## config.mk

```make
export PLATFORM = sky130hd
export DESIGN_NAME = stream_gate_mc_flat
export DESIGN_NICKNAME = d
export VERILOG_FILES = /design/src/rtl/stream_gate_mc_if.sv /design/src/rtl/stream_gate_mc.sv /design/src/flat_wrapper.sv
export SDC_FILE = /design/constraint.sdc
export NUM_CORES = 1
export LEC_CHECK = 0
export CORE_AREA = 2 2 146 148
export CTS_CLUSTER_SIZE = 10
export DETAILED_ROUTE_END_ITERATION = 12
export DIE_AREA = 0 0 148 150
export GPL_TIMING_DRIVEN = 0
export SETUP_SLACK_MARGIN = 0.02
export SLEW_MARGIN = 20
export SYNTH_ARGS = -nofsm -noshare
export SYNTH_HDL_FRONTEND = slang
export SYNTH_SLANG_ARGS = --single-unit
```

## constraint.sdc

```tcl
create_clock -name s_axis_aclk -period 2 [get_ports s_axis_aclk]
set_input_delay 0.3 -clock s_axis_aclk [delete_from_list [all_inputs] [get_ports s_axis_aclk]]
set_output_delay 0.3 -clock s_axis_aclk [all_outputs]
set_load 0.1 [all_outputs]
```

## src/rtl/stream_gate_mc_if.sv

```systemverilog
// stream_gate_mc_if: bundles the per-channel AXI-Stream lanes and the snooped
// AXI-Lite write channel used by stream_gate_mc.
// master = environment side (sources, adapter, AXI-Lite bus).
// slave  = the gate itself.
interface stream_gate_mc_if #(
  parameter int NUM_CH          = 2,
  parameter int TDATA_NUM_BYTES = 8
);
  logic [NUM_CH*TDATA_NUM_BYTES*8-1:0] in_tdata;
  logic [NUM_CH*TDATA_NUM_BYTES-1:0]   in_tkeep;
  logic [NUM_CH-1:0]                   in_tlast;
  logic [NUM_CH-1:0]                   in_tvalid;
  logic [NUM_CH-1:0]                   in_tready;

  logic [NUM_CH*TDATA_NUM_BYTES*8-1:0] out_tdata;
  logic [NUM_CH*TDATA_NUM_BYTES-1:0]   out_tkeep;
  logic [NUM_CH-1:0]                   out_tlast;
  logic [NUM_CH-1:0]                   out_tvalid;
  logic [NUM_CH-1:0]                   out_tready;

  logic [31:0]                         s_axi_awaddr;
  logic                                s_axi_awvalid;
  logic                                s_axi_awready;
  logic [31:0]                         s_axi_wdata;
  logic                                s_axi_wvalid;
  logic                                s_axi_wready;

  modport master (
    output in_tdata, in_tkeep, in_tlast, in_tvalid, out_tready,
    output s_axi_awaddr, s_axi_awvalid, s_axi_awready,
    output s_axi_wdata, s_axi_wvalid, s_axi_wready,
    input  in_tready, out_tdata, out_tkeep, out_tlast, out_tvalid
  );

  modport slave (
    input  in_tdata, in_tkeep, in_tlast, in_tvalid, out_tready,
    input  s_axi_awaddr, s_axi_awvalid, s_axi_awready,
    input  s_axi_wdata, s_axi_wvalid, s_axi_wready,
    output in_tready, out_tdata, out_tkeep, out_tlast, out_tvalid
  );
endinterface

```

## src/rtl/stream_gate_mc.sv

```systemverilog
// stream_gate_mc: NUM_CH-channel AXI-Stream gate. A channel opens when the
// adapter's command register is written through the snooped AXI-Lite write
// channel and closes itself after a programmed number of tlast-terminated
// packets. The data path is a zero-latency combinational pass-through.
// Optional feature macro: STREAM_GATE_MC_BEAT_LIMIT_EN adds a per-channel
// beat counter that force-closes a window after MAX_BEATS beats and raises a
// sticky overflow flag. Without it, overflow is tied low.
module stream_gate_mc #(
  parameter int          NUM_CH          = 2,
  parameter int          TDATA_NUM_BYTES = 8,
  parameter int          PKT_CNT_W       = 8,
  parameter logic [31:0] CMD_ADDR        = 32'h28,
  parameter logic [31:0] CNT_ADDR        = 32'h2C,
  parameter int          CMD_BIT         = 17,
  parameter int          MAX_BEATS       = 4096
) (
  input  logic              s_axis_aclk,
  input  logic              s_axis_areset,
  stream_gate_mc_if.slave   bus,
  output logic [NUM_CH-1:0] gate_open,
  output logic [NUM_CH-1:0] done,
  output logic [NUM_CH-1:0] overflow
);

  typedef enum logic { IDLE = 1'b0, OPEN = 1'b1 } chState_e;

  chState_e             state_q     [NUM_CH];
  chState_e             state_d     [NUM_CH];
  logic [PKT_CNT_W-1:0] remaining_q [NUM_CH];
  logic [PKT_CNT_W-1:0] remaining_d [NUM_CH];
  logic [PKT_CNT_W-1:0] pktCnt_q;
  logic [PKT_CNT_W-1:0] pktCnt_d;
  logic                 wrFire;
  logic                 cntWrite;
  logic                 cmdWrite;
  logic [NUM_CH-1:0]    armVec;
  logic [NUM_CH-1:0]    handshake;
  logic [NUM_CH-1:0]    finalBeat;
  logic [NUM_CH-1:0]    closePulse;
  logic                 unusedBits;

`ifdef STREAM_GATE_MC_BEAT_LIMIT_EN
  localparam int BEAT_W = $clog2(MAX_BEATS + 1);

  logic [BEAT_W-1:0]    beatCnt_q   [NUM_CH];
  logic [BEAT_W-1:0]    beatCnt_d   [NUM_CH];
  logic [NUM_CH-1:0]    overflow_q;
  logic [NUM_CH-1:0]    overflow_d;
  logic [NUM_CH-1:0]    limitHit;
`endif

  // Decode snooped writes: only an address and data beat accepted in the
  // same cycle count; an all-zero channel mask in an arm command means all.
  always_comb begin
    wrFire   = bus.s_axi_awvalid & bus.s_axi_awready &
               bus.s_axi_wvalid  & bus.s_axi_wready;
    cntWrite = wrFire && (bus.s_axi_awaddr == CNT_ADDR);
    cmdWrite = wrFire && (bus.s_axi_awaddr == CMD_ADDR) && bus.s_axi_wdata[CMD_BIT];
    armVec   = '0;
    if (cmdWrite) begin
      if (bus.s_axi_wdata[NUM_CH-1:0] == '0) begin
        armVec = '1;
      end else begin
        armVec = bus.s_axi_wdata[NUM_CH-1:0];
      end
    end
    pktCnt_d = pktCnt_q;
    if (cntWrite) begin
      if (bus.s_axi_wdata[PKT_CNT_W-1:0] == '0) begin
        pktCnt_d = PKT_CNT_W'(1);
      end else begin
        pktCnt_d = bus.s_axi_wdata[PKT_CNT_W-1:0];
      end
    end
  end

  // Channel state is exposed directly as the gate, so it drops with reset.
  always_comb begin
    for (int c = 0; c < NUM_CH; c++) begin
      gate_open[c] = (state_q[c] == OPEN);
    end
  end

  assign bus.out_tvalid = gate_open & bus.in_tvalid;
  assign bus.in_tready  = gate_open & bus.out_tready;
  assign bus.out_tdata  = bus.in_tdata;
  assign bus.out_tkeep  = bus.in_tkeep;
  assign bus.out_tlast  = bus.in_tlast;
  assign handshake      = bus.out_tvalid & bus.out_tready;

  // Per-channel next state: a final beat closes the window unless an arm in
  // the same cycle reloads it; other arms while open are ignored.
  always_comb begin
    for (int c = 0; c < NUM_CH; c++) begin
      state_d[c]     = state_q[c];
      remaining_d[c] = remaining_q[c];
      closePulse[c]  = 1'b0;
      finalBeat[c]   = handshake[c] && bus.in_tlast[c] &&
                       (remaining_q[c] == PKT_CNT_W'(1));
`ifdef STREAM_GATE_MC_BEAT_LIMIT_EN
      beatCnt_d[c]   = beatCnt_q[c];
      overflow_d[c]  = overflow_q[c];
      limitHit[c]    = handshake[c] && !finalBeat[c] &&
                       (beatCnt_q[c] == BEAT_W'(MAX_BEATS - 1));
`endif
      case (state_q[c])
        IDLE: begin
          if (armVec[c]) begin
            state_d[c]     = OPEN;
            remaining_d[c] = pktCnt_q;
`ifdef STREAM_GATE_MC_BEAT_LIMIT_EN
            beatCnt_d[c]   = '0;
            overflow_d[c]  = 1'b0;
`endif
          end
        end
        OPEN: begin
          if (finalBeat[c]) begin
            closePulse[c] = 1'b1;
            if (armVec[c]) begin
              remaining_d[c] = pktCnt_q;
`ifdef STREAM_GATE_MC_BEAT_LIMIT_EN
              beatCnt_d[c]   = '0;
              overflow_d[c]  = 1'b0;
`endif
            end else begin
              state_d[c]     = IDLE;
              remaining_d[c] = '0;
            end
          end
`ifdef STREAM_GATE_MC_BEAT_LIMIT_EN
          else if (limitHit[c]) begin
            state_d[c]     = IDLE;
            remaining_d[c] = '0;
            closePulse[c]  = 1'b1;
            overflow_d[c]  = 1'b1;
            beatCnt_d[c]   = beatCnt_q[c] + BEAT_W'(1);
          end
`endif
          else begin
            if (handshake[c] && bus.in_tlast[c]) begin
              remaining_d[c] = remaining_q[c] - PKT_CNT_W'(1);
            end
`ifdef STREAM_GATE_MC_BEAT_LIMIT_EN
            if (handshake[c]) begin
              beatCnt_d[c] = beatCnt_q[c] + BEAT_W'(1);
            end
`endif
          end
        end
        default: begin
          state_d[c] = IDLE;
        end
      endcase
    end
  end

  // State, packet-count and shared count-register flops.
  always_ff @(posedge s_axis_aclk or posedge s_axis_areset) begin
    if (s_axis_areset) begin
      pktCnt_q <= PKT_CNT_W'(1);
      for (int c = 0; c < NUM_CH; c++) begin
        state_q[c]     <= IDLE;
        remaining_q[c] <= '0;
      end
    end else begin
      pktCnt_q <= pktCnt_d;
      for (int c = 0; c < NUM_CH; c++) begin
        state_q[c]     <= state_d[c];
        remaining_q[c] <= remaining_d[c];
      end
    end
  end

`ifdef STREAM_GATE_MC_BEAT_LIMIT_EN
  // Beat counters and sticky overflow flags for the beat-limit window.
  always_ff @(posedge s_axis_aclk or posedge s_axis_areset) begin
    if (s_axis_areset) begin
      overflow_q <= '0;
      for (int c = 0; c < NUM_CH; c++) begin
        beatCnt_q[c] <= '0;
      end
    end else begin
      overflow_q <= overflow_d;
      for (int c = 0; c < NUM_CH; c++) begin
        beatCnt_q[c] <= beatCnt_d[c];
      end
    end
  end

  assign overflow = overflow_q;
`else
  assign overflow = '0;
`endif

  assign done       = closePulse;
  assign unusedBits = ^{bus.s_axi_wdata, MAX_BEATS};

endmodule

```

## src/flat_wrapper.sv

```systemverilog
// flat-port wrapper written by rule: the top's interface ports become plain ports
module stream_gate_mc_flat 
#(
  parameter int          NUM_CH          = 2,
  parameter int          TDATA_NUM_BYTES = 8,
  parameter int          PKT_CNT_W       = 8,
  parameter logic [31:0] CMD_ADDR        = 32'h28,
  parameter logic [31:0] CNT_ADDR        = 32'h2C,
  parameter int          CMD_BIT         = 17,
  parameter int          MAX_BEATS       = 4096
)
  (s_axis_aclk, s_axis_areset, gate_open, done, overflow, bus_in_tdata, bus_in_tkeep, bus_in_tlast, bus_in_tvalid, bus_out_tready, bus_s_axi_awaddr, bus_s_axi_awvalid, bus_s_axi_awready, bus_s_axi_wdata, bus_s_axi_wvalid, bus_s_axi_wready, bus_in_tready, bus_out_tdata, bus_out_tkeep, bus_out_tlast, bus_out_tvalid);
  stream_gate_mc_if #(.NUM_CH(NUM_CH), .TDATA_NUM_BYTES(TDATA_NUM_BYTES)) bus_i ();
  input  logic s_axis_aclk;
  input  logic s_axis_areset;
  output logic [NUM_CH-1:0] gate_open;
  output logic [NUM_CH-1:0] done;
  output logic [NUM_CH-1:0] overflow;
  input wire logic [$bits(bus_i.in_tdata)-1:0] bus_in_tdata;
  input wire logic [$bits(bus_i.in_tkeep)-1:0] bus_in_tkeep;
  input wire logic [$bits(bus_i.in_tlast)-1:0] bus_in_tlast;
  input wire logic [$bits(bus_i.in_tvalid)-1:0] bus_in_tvalid;
  input wire logic [$bits(bus_i.out_tready)-1:0] bus_out_tready;
  input wire logic [$bits(bus_i.s_axi_awaddr)-1:0] bus_s_axi_awaddr;
  input wire logic [$bits(bus_i.s_axi_awvalid)-1:0] bus_s_axi_awvalid;
  input wire logic [$bits(bus_i.s_axi_awready)-1:0] bus_s_axi_awready;
  input wire logic [$bits(bus_i.s_axi_wdata)-1:0] bus_s_axi_wdata;
  input wire logic [$bits(bus_i.s_axi_wvalid)-1:0] bus_s_axi_wvalid;
  input wire logic [$bits(bus_i.s_axi_wready)-1:0] bus_s_axi_wready;
  output wire logic [$bits(bus_i.in_tready)-1:0] bus_in_tready;
  output wire logic [$bits(bus_i.out_tdata)-1:0] bus_out_tdata;
  output wire logic [$bits(bus_i.out_tkeep)-1:0] bus_out_tkeep;
  output wire logic [$bits(bus_i.out_tlast)-1:0] bus_out_tlast;
  output wire logic [$bits(bus_i.out_tvalid)-1:0] bus_out_tvalid;
  assign bus_i.in_tdata = bus_in_tdata;
  assign bus_i.in_tkeep = bus_in_tkeep;
  assign bus_i.in_tlast = bus_in_tlast;
  assign bus_i.in_tvalid = bus_in_tvalid;
  assign bus_i.out_tready = bus_out_tready;
  assign bus_i.s_axi_awaddr = bus_s_axi_awaddr;
  assign bus_i.s_axi_awvalid = bus_s_axi_awvalid;
  assign bus_i.s_axi_awready = bus_s_axi_awready;
  assign bus_i.s_axi_wdata = bus_s_axi_wdata;
  assign bus_i.s_axi_wvalid = bus_s_axi_wvalid;
  assign bus_i.s_axi_wready = bus_s_axi_wready;
  assign bus_in_tready = bus_i.in_tready;
  assign bus_out_tdata = bus_i.out_tdata;
  assign bus_out_tkeep = bus_i.out_tkeep;
  assign bus_out_tlast = bus_i.out_tlast;
  assign bus_out_tvalid = bus_i.out_tvalid;
  stream_gate_mc #(.NUM_CH(NUM_CH), .TDATA_NUM_BYTES(TDATA_NUM_BYTES), .PKT_CNT_W(PKT_CNT_W), .CMD_ADDR(CMD_ADDR), .CNT_ADDR(CNT_ADDR), .CMD_BIT(CMD_BIT), .MAX_BEATS(MAX_BEATS)) u_core (.s_axis_aclk(s_axis_aclk), .s_axis_areset(s_axis_areset), .bus(bus_i), .gate_open(gate_open), .done(done), .overflow(overflow));
endmodule
```

======== After elaboration in Yosys (flattened, before gate mapping) ========
Index checks and enable logic that the tools add are counted.
operators by class
  reduce and logical (&&, ||, !) cells .... 11
  multiplexer cells ....................... 23
  equal/unequal tests ..................... 8
  $add $sub $neg .......................... 2
  bitwise gates (word level) .............. 8
operator list
  operator                                                count
  two-way mux 8 bit                                       9
  == test 32 x 6 -> 1 bit (second input constant)         2
  one-hot mux 8 bit (2 select lines)                      2
  == test 8 x 1 -> 1 bit (second input constant)          2
  subtractor 8 x 1 -> 8 bit (second input constant)       2
  logical NOT 8 bit                                       1
  two-way mux 1 bit                                       8
  logical AND 1 bit                                       7
  AND 2 bit                                               3
  inequality test 3 bit (second input constant)           2
  two-way mux 2 bit                                       2
  inequality test 2 x 1 -> 1 bit (second input constant)  2
  one-hot mux 1 bit (2 select lines)                      2
  AND reduction 2 bit                                     2
  AND 1 bit                                               3
  logical NOT 2 bit                                       1
  inverter 1 bit                                          2
storage, ports and cells
  word-level logic and storage cells ...... 57
  output and inout bits ................... 156
  register bits after elaboration ......... 26

======== Depth between registers and ports, before layout ========
Gate-level depths: netlist (run 1).
  word-level depth ........................ 9
  depth in mapped cells ................... 8
  mapped depth without buffers ............ 8

======== Least setup slack after synthesis (run 1) ========
Ideal clock, no wire load.
  path kind ............................... reg-to-reg
  from .................................... register u_core.state_q (netlist bit u_core.gate_open[0])
  to ...................................... register u_core.remaining_q[12] (netlist name)
  slack ................................... -1.091 ns
  period minus slack after synthesis ...... 3.091 ns
  stages on the path, launching flop included .. 7
  data arrival time ....................... 2.964 ns
  buffers on the path ..................... 0
  library setup time ...................... 0.127 ns
  required time ........................... 1.873 ns
  cell sequence ........................... dfrtp_1 nand4_1 or4_4 inv_1 o22ai_1 a21oi_1 o22ai_1
between the ends
  cells in the longest elaborated chain, start to end .. 6
  elaborated cells on any way between the ends .. 10
  those cells by class .................... 2 x eq/ne; 2 x mux; 3 x bitwise; 3 x reduce/logical
RTL lines
  item                                                                              line                                         source
  start, declared                                                                   stream_gate_mc.sv:27                         chState_e state_q [NUM_CH];
  start signal, assigned by index                                                   stream_gate_mc.sv:169                        state_q[c] <= state_d[c];
  AND 2 bit                                                                         stream_gate_mc.sv:84                         assign bus.out_tvalid = gate_open & bus.in_tvalid;
  AND 2 bit                                                                         stream_gate_mc.sv:89                         assign handshake = bus.out_tvalid & bus.out_tready;
  logical AND 1 bit                                                                 stream_gate_mc.sv:98, stream_gate_mc.sv:141
  logical AND 1 bit                                                                 stream_gate_mc.sv:98                         finalBeat[c] = handshake[c] && bus.in_tlast[c] &&
  two-way mux 8 bit / inequality test 3 bit (equally long branches)                 --
  one-hot mux 8 bit (2 select lines) / AND reduction 2 bit (equally long branches)  --
  end signal, assigned by index                                                     stream_gate_mc.sv:170                        remaining_q[c] <= remaining_d[c];
  end, declared                                                                     stream_gate_mc.sv:29                         logic [PKT_CNT_W-1:0] remaining_q [NUM_CH];
Parallel ways exist; a longest one is shown, timed or not.
A chain may end at the register's enable or synchronous reset.

======== Final worst setup path (run 1) ========
  from .................................... register u_core.remaining_q[11] (netlist name)
  to ...................................... output done[0]
between the ends
  cells in the longest elaborated chain, start to end .. 4
RTL lines
  item                    line                   source
  == test 8 x 1 -> 1 bit  stream_gate_mc.sv:99   (remaining_q[c] == PKT_CNT_W'(1));
  logical AND 1 bit       stream_gate_mc.sv:98
  two-way mux 1 bit       stream_gate_mc.sv:118  if (finalBeat[c]) begin
  two-way mux 1 bit       stream_gate_mc.sv:106  case (state_q[c])
  end, declared           flat_wrapper.sv:17     output logic [NUM_CH-1:0] done;
No other way between the ends.

==> results_tabular.tex, run 1 <==
\begin{tabular}{lr}
\hline
Metric & Value \\
\hline
\multicolumn{2}{l}{\textbf{Run status}} \\
Status & finished with violations \\
Failing checks & negative setup slack \\
\multicolumn{2}{l}{\textbf{Die}} \\
Die W & 148 um \\
Core Region & 20,700 um2 \\
Std-Cell Rows & 53 \\
Die Area & 22,200 um2 \\
Number of primary I/O pins & 376 \\
Die extent in y & 150 um \\
Starting utilization of the core area & 14.7\% \\
\multicolumn{2}{l}{\textbf{GRT}} \\
Vias in the first global route & 3,168 \\
Aggregate global routing overflow & 0 \\
Wire length of the first global-routing pass & $\sim$16,000 um \\
Largest net degree at the start of global routing & 27 \\
Initial antenna violation count & 0 \\
Total GRT Usage & a little under 9\% \\
\multicolumn{2}{l}{\textbf{CTS}} \\
Clock-pin transition on the worst setup and hold timing paths & roughly 0.070 ns \\
CTS H-tree lvls & 1 \\
Library cell used as clock root buffer & clkbuf\_16 \\
TritonCTS buffer count & 3 \\
CTS tree & yes \\
Max Root-Sink Buffers & 2 \\
Sinks on the clock net & 26 \\
Clock Latency Late Sink & 0.27 ns \\
\multicolumn{2}{l}{\textbf{Timing}} \\
Actual slew at the worst max-slew pin & 1.02 ns \\
Final worst setup slack & -0.313 ns \\
Setup repair after global routing missed its margin & yes \\
Total count of max-transition violations in the final report & 0 \\
Final sum of negative setup slack & -2.86 ns \\
Number of setup violations in the final report & 17 \\
Fmax achieved & 432 MHz \\
Hold WS & 0.459 ns \\
Final critical delay including setup and external delays & 2.31 ns \\
Hold Fails Final Rpt & 0 \\
Worst-case clock skew & 0.00251 ns \\
Worst slew margin relative to its limit & 31.6\% \\
Fin crit share & 116\% \\
\multicolumn{2}{l}{\textbf{Worst setup path}} \\
Slack of the worst reg-to-reg path & -0.29 ns \\
Max incr delay on CP & between 0.5 and 0.6 ns \\
Class of the most critical setup path & reg -> out \\
Reg-to-reg critical path endpoint & u\_core.remaining\_q[9]\$\_DFFE\_PP0P\_ \\
Reg2Reg Launch Point & u\_core.remaining\_q[11]\$\_DFFE\_PP0P\_ \\
Nature of the critical path endpoint & primary output \\
Critical path launch point type & flip-flop \\
Cell family with the largest share of critical-path delay & simple AND/OR/NAND/NOR gates \\
Crit path required time & 1.70 ns \\
R2r worst-path depth & 7 \\
Cell-by-cell listing of the critical path & or4\_4, or4\_4, clkinvlp\_4, buf\_12 \\
Arrival time reported for the critical path endpoint & $\sim$2 ns \\
Standard cell with the maximum stage delay on the critical path & or4\_4 \\
Buffer and inverter count on the worst path & 2 \\
Cell occurring most often along the worst timing path & or4\_4 \\
Highest fanout seen on the critical path & 2 \\
\multicolumn{2}{l}{\textbf{Detailed routing}} \\
Post-Route WL & between 10,000 and 15,000 um \\
Antenna-violating nets left & 0 \\
Vias per cell & 3.80 \\
Count of routing violations after the opening detailed-route iteration & 125 \\
DRC viols & 0 \\
Average routed wire per standard cell & around 13 um \\
Via count & 3,394 \\
First-pass iteration count of the detailed router & 4 \\
\multicolumn{2}{l}{\textbf{Placed design}} \\
Number of placed instances, taps included & between 800 and 900 \\
Post-detailed-placement cell area & 5480 um2 \\
IO buf count & 206 \\
Last weighted congestion value of the routability-driven placer & 0.753 \\
HPWL reported at the end of detailed placement & approximately 9000 um \\
\multicolumn{2}{l}{\textbf{Synth}} \\
Count of mapped cells out of synthesis & 368 \\
Yosys warns & 0 \\
Leading cell types by count after synthesis & buf\_4 (148), dfrtp\_1 (25), a21oi\_1 (24), inv\_1 (22) \\
Number of synthesized flops with an enable pin & 0 \\
Post-synthesis average cell area & 8.29 um2 \\
Most common cell in the synthesized netlist & buf\_4 \\
Synthesis-stage register bit count & 26 \\
Fraction of synthesis flops using an asynchronous set or reset pin & 100\% \\
Sequential cell area fraction in the yosys report & a little over a fifth \\
Cells taking the most area after synthesis & buf\_4 (36\%), dfrtp\_1 (21\%), a21oi\_1 (3.9\%), o2bb2ai\_1 (2.9\%), inv\_1 (2.7\%) \\
Dominant synthesized flop cell & dfrtp\_1 \\
Area of the mapped netlist & between 3000 and 4000 um2 \\
Library cells used by synthesis & 44 \\
Area fraction of the dominant cell type after synthesis & 36.4\% \\
Top cell type by total area after synthesis & buf\_4 \\
\multicolumn{2}{l}{\textbf{Layout}} \\
\# nets final & approximately 840 \\
Antenna Diode Count & 0 \\
Fraction of layout instances using a drive strength above 1 & 43.9\% \\
Layout overhead on the synthesized area & 99.3\% \\
Final standard cell area without fillers & 6080 um2 \\
Number of cells in the finished layout apart from fillers & 893 \\
\multicolumn{2}{l}{\textbf{Power}} \\
PwrDens & 461 nW/um2 \\
LEAKAGE & around 0.0027 uW \\
Worst ir drop on vdd & 0.000227 V \\
\multicolumn{2}{l}{\textbf{Run}} \\
Max-cap violations & 0 \\
\multicolumn{2}{l}{\textbf{Hold path}} \\
Hold WC Path Type & in -> async \\
\hline
\end{tabular}
## flip-flops by register name, indices dropped and copies added, names as in the netlist
signal and flops:
u_core.gate_open 2, u_core.remaining_q 16, u_core.pktCnt_q 8
## layer usage
metal	up-vias	part of all wire (%)	GRT usage [%]
li1	1627	-	-
met1	1527	35	9.54
met2	233	55	17.5
met3	7	9.6	1.19
met4	0	1.1	2.19
met5	-	0	0
## timing repair
| action | in CTS | in global routing |
|---|---|---|
| endpoints found under the setup margin | 35 | 29 |
| pin swaps | 27 | 25 |
| resized for setup | 101 | 34 |
| hold buffers | 0 | 0 |
| cloned | 1 | 1 |
| setup buffers | 30 | 10 |
## worst max path at each step
stage	from	cells after the start	end
finish	u_core.remaining_q[11]$_DFFE_PP0P_	4	done[0]
global route	u_core.remaining_q[11]$_DFFE_PP0P_	7	u_core.remaining_q[15]$_DFFE_PP0P_
CTS	u_core.remaining_q[11]$_DFFE_PP0P_	4	done[0]
detailed placement	bus_in_tlast[0]	5	done[0]
global placement	bus_in_tlast[0]	5	done[0]
floorplan	u_core.gate_open[0]$_DFF_PP0_	6	u_core.remaining_q[12]$_DFFE_PP0P_
## cells by family (layout without fill, tap and decap cells)
group | after synthesis | in the layout | synth area share (%)
muxes | 7 | 7 | 2.58
adders and majority gates | 4 | 4 | 1.64
DFF | 26 | 26 | 21.4
buffers and inverters | 179 | 427 | 41.1
AOI/OAI and AO/OA | 70 | 70 | 15.1
other | 1 | 2 | 0.123
and+or+nand+nor | 81 | 82 | 18.1
## power by group
| part | switching (uW) | leakage (uW) | internal, uW |
|---|---|---|---|
| sequential | 0.000000535 | 0.000307 | 525 |
| clock | 196 | 0.0000382 | 274 |
| combinational | 1300 | 0.00239 | 504 |
| total | 1500 | 0.00274 | 1300 |
## layout by cell type, fill, tap and decap left out, drive strengths merged, types with 2 or more instances in the layout
| cell type | synthesis | layout |
|---|---|---|
| buf | 153 | 198 |
| clkdlybuf4s50 | 0 | 165 |
| dfrtp | 25 | 25 |
| a21oi | 24 | 24 |
| dlygate4sd2 | 0 | 23 |
| inv | 22 | 20 |
| o22ai | 13 | 13 |
| nor2 | 13 | 13 |
| nand2 | 12 | 12 |
| nor4 | 11 | 11 |
| o2bb2ai | 10 | 10 |
| nand3 | 9 | 9 |
| dlymetal6s2s | 0 | 8 |
| or4 | 7 | 8 |
| mux2 | 7 | 7 |
| o21ai | 7 | 7 |
| clkbuf | 4 | 7 |
| nand2b | 6 | 6 |
| nor3 | 6 | 6 |
| and2 | 6 | 6 |
| nand4 | 5 | 5 |
| ha | 4 | 4 |
| o41ai | 4 | 4 |
| a22oi | 4 | 4 |
| clkdlybuf4s15 | 0 | 4 |
| o32ai | 2 | 2 |
| a31oi | 2 | 2 |
| conb | 1 | 2 |
| nor2b | 2 | 2 |
## per-stage QoR
| step | setup slack [ns] | util, % | total power [uW] |
|---|---|---|---|
| 2_1_floorplan | -0.287 | - | 1960 |
| 3_3_place_gp | -1.27 | 26.5 | 2360 |
| 3_5_place_dp | -1.29 | 26.5 | 2360 |
| 4_1_cts | -0.296 | 28.5 | 2800 |
| 5_1_grt | -0.393 | 29.4 | 2860 |
| 6_report | -0.313 | 29.4 | 2800 |
## final cells by class
cell class | instances | area, um2
fillers | 2181 | 14600
plain buffers | 156 | 1180
flip-flops and latches | 26 | 661
clock buffers | 4 | 78.8
well taps | 275 | 344
inverters | 22 | 86.3
multi-input cells | 165 | 1340
repair buffers | 245 | 2380
Power figures use the tool's default switching activity.
==> run 2: changes to the inputs <==
- SETUP_SLACK_MARGIN: 0.02 -> not set
==> run 2 against run 1 <==
The flow still finishes with violations (negative setup slack). Setup slack better by 0.017 ns. Maximum frequency rose by 0.74%. Register-to-register slack gained 0.11 ns. Routed wire length shrank 2.4%. Via count about the same. Clock power is 1% higher. Sequential power is essentially flat. Cell count shrank 0.45%. Cell area down 1.3%. Core utilization decreased by 0.39 points.
==> results_tabular.tex, run 2 (synthesis gave the netlist of run 1 again) <==
\begin{tabular}{lr}
\hline
Metric & Value \\
\hline
\multicolumn{2}{l}{\textbf{CTS}} \\
Clock Latency Late Sink & 0.27 ns (about the same) \\
TritonCTS buffer count & 3 (unchanged) \\
CTS H-tree lvls & 1 (unchanged) \\
Max Root-Sink Buffers & 2 (unchanged) \\
CTS tree & yes (unchanged) \\
Clock-pin transition on the worst setup and hold timing paths & 0.07 ns (about the same) \\
Sinks on the clock net & 26 (unchanged) \\
Library cell used as clock root buffer & clkbuf\_16 (unchanged) \\
\multicolumn{2}{l}{\textbf{Die}} \\
Std-Cell Rows & 53 (unchanged) \\
Starting utilization of the core area & 14.7\% (unchanged) \\
Die extent in y & 150 um (unchanged) \\
Core Region & 20,700 um2 (unchanged) \\
Die Area & 22,200 um2 (unchanged) \\
Number of primary I/O pins & 376 (unchanged) \\
Die W & 148 um (unchanged) \\
\multicolumn{2}{l}{\textbf{Timing}} \\
Final sum of negative setup slack & -2.65 ns (was -2.86 ns) \\
Hold Fails Final Rpt & 0 (unchanged) \\
Fin crit share & 115\% (was 116\%) \\
Worst-case clock skew & 0.00465 ns (was 0.00251 ns) \\
Total count of max-transition violations in the final report & 0 (unchanged) \\
Hold WS & 0.411 ns (was 0.459 ns) \\
Setup repair after global routing missed its margin & yes (unchanged) \\
Worst slew margin relative to its limit & 33.4\% (was 31.6\%) \\
Number of setup violations in the final report & 17 (unchanged) \\
Final critical delay including setup and external delays & 2.30 ns (was 2.31 ns) \\
Final worst setup slack & -0.296 ns (was -0.313 ns) \\
Fmax achieved & 436 MHz (was 432 MHz) \\
Actual slew at the worst max-slew pin & 0.995 ns (was 1.02 ns) \\
\multicolumn{2}{l}{\textbf{Run}} \\
Max-cap violations & 0 (unchanged) \\
\multicolumn{2}{l}{\textbf{Power}} \\
Switching part of the total & 53.5\% (about the same) \\
LEAKAGE & 0.00267 uW (was 0.00274 uW) \\
Relative contribution of the clock network to total power & 16.9\% (was 16.8\%) \\
Power spent charging and discharging nets & 1500 uW (about the same) \\
Part of the total power dissipated in sequential elements & 18.7\% (was 18.8\%) \\
Worst ir drop on vdd & 0.000167 V (was 0.000227 V) \\
Overall power of the completed layout & 2810 uW (was 2800 uW) \\
Power Internal & 1310 uW (was 1300 uW) \\
Combinational power share & 64.4\% (was 64.5\%) \\
PwrDens & 469 nW/um2 (was 461 nW/um2) \\
\multicolumn{2}{l}{\textbf{Detailed routing}} \\
DRC viols & 0 (unchanged) \\
Count of routing violations after the opening detailed-route iteration & 102 (was 125) \\
Post-Route WL & 11,100 um (was 11,400 um) \\
First-pass iteration count of the detailed router & 4 (unchanged) \\
Antenna-violating nets left & 0 (unchanged) \\
Via count & 3,391 (was 3,394) \\
Vias per cell & 3.81 (was 3.80) \\
Average routed wire per standard cell & 12.5 um (was 12.7 um) \\
\multicolumn{2}{l}{\textbf{Layout}} \\
Layout overhead on the synthesized area & 96.6\% (was 99.3\%) \\
Commonest cells after routing, fill and taps aside & buf\_4 (179), clkdlybuf4s50\_1 (169), dfrtp\_1 (22) (was buf\_4 (185), clkdlybuf4s50\_1 (165), dlygate4sd2\_1 (23)) \\
Number of flip-flops under the largest register name & 16 (unchanged) \\
Fraction of layout instances using a drive strength above 1 & 43.0\% (was 43.9\%) \\
Most frequent standard cell in the layout excluding fill and tap cells & buf\_4 (unchanged) \\
\# nets final & 839 (was 843) \\
Largest reg by FF count & u\_core.remaining\_q (unchanged) \\
Antenna Diode Count & 0 (unchanged) \\
\multicolumn{2}{l}{\textbf{GRT}} \\
GRT met1 Usage & 9.53\% (was 9.54\%) \\
Routing layer with the top usage in global route & met2 (unchanged) \\
Initial antenna violation count & 1 (was 0) \\
Aggregate global routing overflow & 0 (unchanged) \\
Total GRT Usage & 8.80\% (was 8.73\%) \\
Largest net degree at the start of global routing & 27 (unchanged) \\
Wire length of the first global-routing pass & 15,800 um (was 15,700 um) \\
GR Layer Usage met2 & 17.4\% (was 17.5\%) \\
Vias in the first global route & 3,140 (was 3,168) \\
M3 GR Usage & 1.43\% (was 1.19\%) \\
\multicolumn{2}{l}{\textbf{Worst setup path}} \\
Arrival time reported for the critical path endpoint & 2.00 ns (was 2.01 ns) \\
Nature of the critical path endpoint & primary output (unchanged) \\
Highest fanout seen on the critical path & 2 (unchanged) \\
Class of the most critical setup path & reg -> out (unchanged) \\
Critical path launch point type & flip-flop (unchanged) \\
Crit path required time & 1.70 ns (about the same) \\
\multicolumn{2}{l}{\textbf{Placed design}} \\
HPWL reported at the end of detailed placement & 8940 um (was 9040 um) \\
Last weighted congestion value of the routability-driven placer & 0.782 (was 0.753) \\
Dpl ws & -1.28 ns (was -1.29 ns) \\
IO buf count & 206 (unchanged) \\
\multicolumn{2}{l}{\textbf{Run status}} \\
Failing checks & negative setup slack (unchanged) \\
Status & finished with violations (unchanged) \\
\multicolumn{2}{l}{\textbf{Hold path}} \\
Hold WC Path Type & in -> async (unchanged) \\
\hline
\end{tabular}
-- run 2: layout make-up --
class	instances	area, um2
Clock buffer	4	78.8
Buffer	154	1150
Fill cell	2214	14700
Timing Repair Buffer	243	2370
Inverter	22	86.3
Sequential cell	26	661
Tap cell	275	344
Multi-Input combinational cell	165	1310
-- run 2: worst paths after layout --
path,cells past startpoint,slack (ns),from,endpoint
min in group s_axis_aclk,2,0.53,u_core.pktCnt_q[0]$_DFFE_PP1P_,u_core.pktCnt_q[0]$_DFFE_PP1P_
min,2,0.41,s_axis_areset,u_core.remaining_q[5]$_DFFE_PP0P_
max,4,-0.30,u_core.remaining_q[2]$_DFFE_PP0P_,done[1]
max in group asynchronous,2,1.15,s_axis_areset,u_core.gate_open[0]$_DFF_PP0_
min reg2reg,2,0.53,u_core.pktCnt_q[0]$_DFFE_PP1P_,u_core.pktCnt_q[0]$_DFFE_PP1P_
max reg2reg,7,-0.18,u_core.remaining_q[2]$_DFFE_PP0P_,u_core.remaining_q[1]$_DFFE_PP0P_
-- run 2: power by group through the flow --
stage | Clock (uW) | Sequential (uW) | Combinational, uW
after global placement | 0 | 536 | 1820
after detailed placement | 0 | 536 | 1830
final | 475 | 525 | 1810
after CTS | 481 | 525 | 1820
after global routing | 498 | 525 | 1860
after floorplan | 0 | 536 | 1420
-- run 2: repair_timing --
action,4_1_cts,5_1_grt
hold buffers,0,0
setup endpoints to repair,35,27
cloned,2,0
buffers inserted,19,17
gates resized for setup,95,41
pin swaps,20,19
-- run 2: stage by stage --
stage	cells	util, %	cell area (um2)
floorplan	369	-	3080
global placement	850	26.5	5480
detailed placement	850	26.5	5480
CTS	873	28.0	5790
global route	889	29.0	6000
finish	889	29.0	6000
-- run 2: per-layer routing --
layer | routed length (um) | up-vias
met5 | 13 | -
met4 | 121 | 2
met3 | 1110 | 7
met2 | 5990 | 225
met1 | 3870 | 1539
li1 | - | 1618
-- run 2: worst max-delay path, cell delays in order, from the launching register on --
cell	delay, ns
dfrtp_1	0.39
or4_4	0.54
or4_4	0.47
nor2_4	0.13
buf_12	0.18
